[config.mk]
export PLATFORM = sky130hd
export DESIGN_NAME = reg_file_32x32
export DESIGN_NICKNAME = d
export VERILOG_FILES = /design/src/rtl/reg_file_32x32_pkg.sv /design/src/rtl/reg_file_32x32_decoder.sv /design/src/rtl/reg_file_32x32.sv
export SDC_FILE = /design/constraint.sdc
export NUM_CORES = 2
export LEC_CHECK = 0
export CAP_MARGIN = 15
export CORE_AREA = 2 2 302 304
export DETAILED_ROUTE_END_ITERATION = 8
export DIE_AREA = 0 0 304 306
export GPL_TIMING_DRIVEN = 0
export HOLD_SLACK_MARGIN = 0.06
export PLACE_DENSITY = 0.77
export SYNTH_ARGS = -nofsm -noshare
export SYNTH_HDL_FRONTEND = slang
export SYNTH_SLANG_ARGS = --single-unit
[constraint.sdc]
create_clock -name clk -period 4.8 [get_ports clk]
set_input_delay 0.96 -clock clk [delete_from_list [all_inputs] [get_ports clk]]
set_output_delay 0.96 -clock clk [all_outputs]
set_load 0.005 [all_outputs]
[src/rtl/reg_file_32x32_pkg.sv]
// Shared CPU definitions: register-file geometry defaults and named MIPS
// register numbers used by the datapath.
package cpu_defs;
   localparam int DATA_W_DEF = 32;
   localparam int ADDR_W_DEF = 5;
   localparam int WRCNT_W    = 8;

   localparam logic [4:0] REG_ZERO = 5'd0;
   localparam logic [4:0] REG_SP   = 5'd29;
   localparam logic [4:0] REG_RA   = 5'd31;

   typedef logic [WRCNT_W-1:0] wr_count_t;
endpackage

[src/rtl/reg_file_32x32_decoder.sv]
// One-hot write-enable decode for the register file; the demux counterpart of
// the destination-register select. Output bit 0 is permanently low.
module decoder_5_32
   import cpu_defs::*;
#(
   parameter int ADDR_W = ADDR_W_DEF
) (
   input  logic                     we_i,
   input  logic [ADDR_W-1:0]        addr_i,
   output logic [(2**ADDR_W)-1:0]   en_o
);
   localparam int DEPTH = 2 ** ADDR_W;

   assign en_o[0] = 1'b0;

   generate
      for (genvar gi = 1; gi < DEPTH; gi++) begin : g_dec
         // A low we_i masks any unknown address bits.
         assign en_o[gi] = we_i & (addr_i == ADDR_W'(gi));
      end
   endgenerate
endmodule

[src/rtl/reg_file_32x32.sv]
// Architectural register file: two combinational read ports, one synchronous
// write port, register 0 hardwired to zero, optional write-to-read bypass.
module reg_file_32x32
   import cpu_defs::*;
#(
   parameter int DATA_W = DATA_W_DEF,
   parameter int ADDR_W = ADDR_W_DEF,
   parameter int BYPASS = 1
) (
   input  logic              clk,
   input  logic              rst_n,
   input  logic [ADDR_W-1:0] RAddr1,
   input  logic [ADDR_W-1:0] RAddr2,
   output logic [DATA_W-1:0] RData1,
   output logic [DATA_W-1:0] RData2,
   input  logic              WE,
   input  logic [ADDR_W-1:0] WAddr,
   input  logic [DATA_W-1:0] WData,
   output logic [7:0]        WrCount
);
   localparam int DEPTH = 2 ** ADDR_W;

   logic [DEPTH-1:0]  wr_en;
   logic [DATA_W-1:0] regs_q [DEPTH];
   wr_count_t         wr_count_q;
   wr_count_t         wr_count_d;
   logic              commit;
   logic              byp_live;

   decoder_5_32 #(.ADDR_W(ADDR_W)) u_dec (
      .we_i   (WE),
      .addr_i (WAddr),
      .en_o   (wr_en)
   );

   // Entry 0 is never enabled, so it stays at its reset value of zero.
   always_ff @(posedge clk or negedge rst_n) begin
      if (!rst_n) begin
         for (int i = 0; i < DEPTH; i++) regs_q[i] <= '0;
      end else begin
         for (int i = 1; i < DEPTH; i++) begin
            if (wr_en[i]) regs_q[i] <= WData;
         end
      end
   end

   assign commit     = |wr_en;
   assign wr_count_d = commit ? wr_count_q + 8'd1 : wr_count_q;

   always_ff @(posedge clk or negedge rst_n) begin
      if (!rst_n) wr_count_q <= '0;
      else        wr_count_q <= wr_count_d;
   end

   assign WrCount = wr_count_q;

   // Bypass is suppressed in reset so reads follow the cleared storage.
   assign byp_live = (BYPASS != 0) && rst_n && WE && (WAddr != '0);

   always_comb begin
      RData1 = (RAddr1 == '0) ? '0 : regs_q[RAddr1];
      RData2 = (RAddr2 == '0) ? '0 : regs_q[RAddr2];
      if (byp_live && (RAddr1 == WAddr)) RData1 = WData;
      if (byp_live && (RAddr2 == WAddr)) RData2 = WData;
   end
endmodule

==> results.txt <==
Clock tree synthesis found a total of 1000 sinks. Detailed placement finished with a half-perimeter wire length of 119600 um. The tools report the net total in the final layout as 3785. The most used flip-flop cell after synthesis is dfrtp_1. Top cell type by total area after synthesis: dfrtp_1.

The tools report the smallest hold slack as 0.1450 ns. In this run the remaining antenna-violating nets after routing total 0. Counting flops with a built-in enable in the synthesized netlist gives 0. The synthesized netlist contains 43 unique library cells. On the final layout, the worst clock skew is 0.01365 ns. The die covers 93020 sq um. At the pin with the least slew margin, the transition time is 1.364 ns. The worst setup path is captured at an output port. In this run the core area contains 110 standard-cell rows.

The leakage power is 26.21 nW. Sorting the synthesized cells by area gives the leading types as dfrtp_1, mux2_2, mux4_2, clkbuf_1, a22oi_1. Entering global routing, the biggest net connects 161 pins. The worst setup path is launched from an input port.

The hold buffer count at cts was 0; the yosys synthesis warning count was 32. Largest driver fanout on the critical path: 10. The run gives 0.4679 as the sequential area share after synthesis.

In this run, CTS created clock tree buffers numbering 107. The number of antenna violations at the first check in global routing was 6. The headroom to the max-slew limit is 0.09040. The share of the cycle needed by the critical path after routing was 1.030. The checks that failed: setup timing. The number of global-route vias before repair was 38060. The global-route usage over all layers was 0.3915; the routed length on met2 was 79910 um.

The count of buffers added on input and output ports is 111. The highest metal layer carrying signal wires in the routed design is met5. After detailed routing, the met3 layer carries 24940 um of wire.

Max-cap violations in this run came to 0. The tree is rooted in a clkbuf_16. Leaving out filler cells and counting taps, the final layout contains 5005.

The tools report the peak ir drop on the vdd network as 0.0003034 V. The wire length of the first global-routing pass is 260800 um. Minimum period implied by the final worst setup slack: 4.942 ns. Summing every instance area after synthesis gives 53480 sq um.

In this run the power density over the cells is 426.9 nW/um^2. STA puts the critical path data arrival time at 3.98 ns. The run gives 202.3 MHz as the highest clock rate. Global routing finished with a remaining overflow of 0. The initial core utilization was 0.5969; the clock transition at the registers of the reported paths was 0.06 ns.

The classification of the worst setup path was input port to output port. The height of the die works out to 306 um. The routed length on met1 was 66070 um. The fraction of final layout cells sized beyond drive strength 1 is 0.5088, and the width of the die is 304 um.

Setup violations remaining at the end of the flow were counted as 37. The worst register-to-register path begins at WrCount[0]. Post-detailed-route via-to-cell ratio: 7.424.

The run gives -0.1422 ns as the worst path setup slack after routing. In the layout the commonest cells are mux2_2, dfrtp_1, mux4_2, clkbuf_1, a22oi_1. The library cell used most frequently in the layout, excluding fill and tap cells, is mux2_2. Setup repair after global routing could not meet its margin everywhere.

Source of the critical timing path: RAddr1[1]. For the maximum buffer depth of the clock tree, the log shows 3. The first detailed-routing pass ran for 5 iterations. After detailed routing, the average wire length per cell comes to 36.30 um.

The logs give 0 for the total DRC errors in the routed layout and 0.9627 for the final weighted congestion in routability-driven placement. The proportion of netlist area held by the largest area contributor was 0.4679; the number of cells produced by synthesis was 3493. After detailed routing, the total wire length is 181700 um. From synthesis to final layout, the design area changed by 14.26%. Vias after detailed routing: 37160. The count of endpoints failing hold in the final timing report was 0. The average cell area after synthesis was 15.31 sq um; the worst endpoint required time was 3.84 ns. The clock tree synthesis step divided the H-tree into 3 levels.

The async set or reset register ratio after synthesis was 1.000. The flow ran to the end, but the final reports show violations. Including well taps, the total number of placed cells is 4787.

The run gives 4960 as the number of design-rule violations left by the first detailed-router iteration. Synthesis-stage register bit count: 1000. TritonCTS built the clock tree.

The reg2reg setup slack is 3.70 ns, and the standard cell core area is 89600 sq um. The worst setup slack before clock tree synthesis is -2.254 ns. For this design the top-level I/O count stands at 122.

The tightest min-delay check is of the input port to asynchronous set/reset pin type. The number of nets handed over by synthesis was 3544. The number of max-slew violations in the final report is 0. At the later pin of the worst-skew pair, clock insertion delay measures 0.71 ns.
==> final timing paths <==
| check | end | cells after the start |
|---|---|---|
| max | RData1[30] | 8 |
| min | regs_q[251] | 1 |
| max reg2reg | WrCount[1] | 2 |
| min reg2reg | WrCount[7] | 1 |
| max in group asynchronous | regs_q[944] | 4 |
| min in group clk | WrCount[7] | 1 |
==> flip-flops by register name (all words and copies together) (netlist names) <==
name / count
WrCount: 8
regs_q: 992
==> per-layer routing <==
metal	up-vias	GRT usage
met5	-	0.004134
met4	12	0.2033
met3	656	0.1688
met2	2713	0.5703
met1	19590	0.5003
li1	14190	-
==> cells in the mapped netlist, types with 3 or more instances <==
library cell	number
dfrtp_1	1000
xor2_1	12
a221oi_1	32
a22o_1	32
clkbuf_1	262
nand2b_1	5
mux2_1	26
nand2_1	49
mux2i_1	3
nand3_1	4
a21boi_1	31
buf_6	15
mux2_2	1031
nand4_1	5
a221o_1	94
buf_2	71
nor3_1	37
buf_1	48
a22oi_1	127
a31oi_1	3
mux4_2	479
buf_4	3
and3_1	3
and2_1	33
nor2_1	21
xnor2_1	5
nor2b_1	41
==> worst max-delay path: stages <==
cell	delay, ns
buf_2	0.39
buf_4	0.35
and2_1	0.18
clkbuf_1	0.40
clkbuf_2	0.44
a221oi_2	0.14
o31ai_2	0.51
clkdlybuf4s50_1	0.60
==> timing repair <==
action                     4_1_cts  5_1_grt
pin swaps                        0        1
setup buffers                    2        1
resized for setup              249       85
setup endpoints to repair       64       64
cloned                           8        2
==> logic make-up after synthesis <==
group / synth area share
DFF: 0.4679
muxes: 0.4249
buffers and inverters: 0.03212
xor gates and xnor gates: 0.002784
adders and majority gates: 0.0002339
AOI/OAI and AO/OA: 0.05203
and+or+nand+nor: 0.02003
==> report_power, final <==
group / internal, mW / switching, mW
logic: 3.45 / 2.32
registers: 10.1 / 1.25
clock network: 5.31 / 3.65
==> area by class of cell <==
cell class / instances / area, sq um
diodes: 2 / 5.005
inverters: 2 / 7.507
clock inverters: 58 / 729.5
multi-input cells: 2092 / 26850
clock buffers: 144 / 3048
plain buffers: 397 / 2256
fillers: 6052 / 28490
repair buffers: 134 / 1719
well taps: 1176 / 1471
flip-flops and latches: 1000 / 25020
==> metrics by stage <==
stage | utilization | power [mW] | cell area [sq um] | TNS [ns]
finish | 0.6820 | 26.08 | 61110 | -1.964
global route | 0.6819 | 26.89 | 61100 | -0.06810
CTS | 0.6787 | 25.87 | 60810 | 0
detailed placement | 0.6278 | 16.95 | 56250 | -126.52
global placement | 0.6257 | 16.72 | 56060 | -
floorplan | - | 14.99 | 53480 | 0
Note: power is estimated with default switching activity, not from simulation.
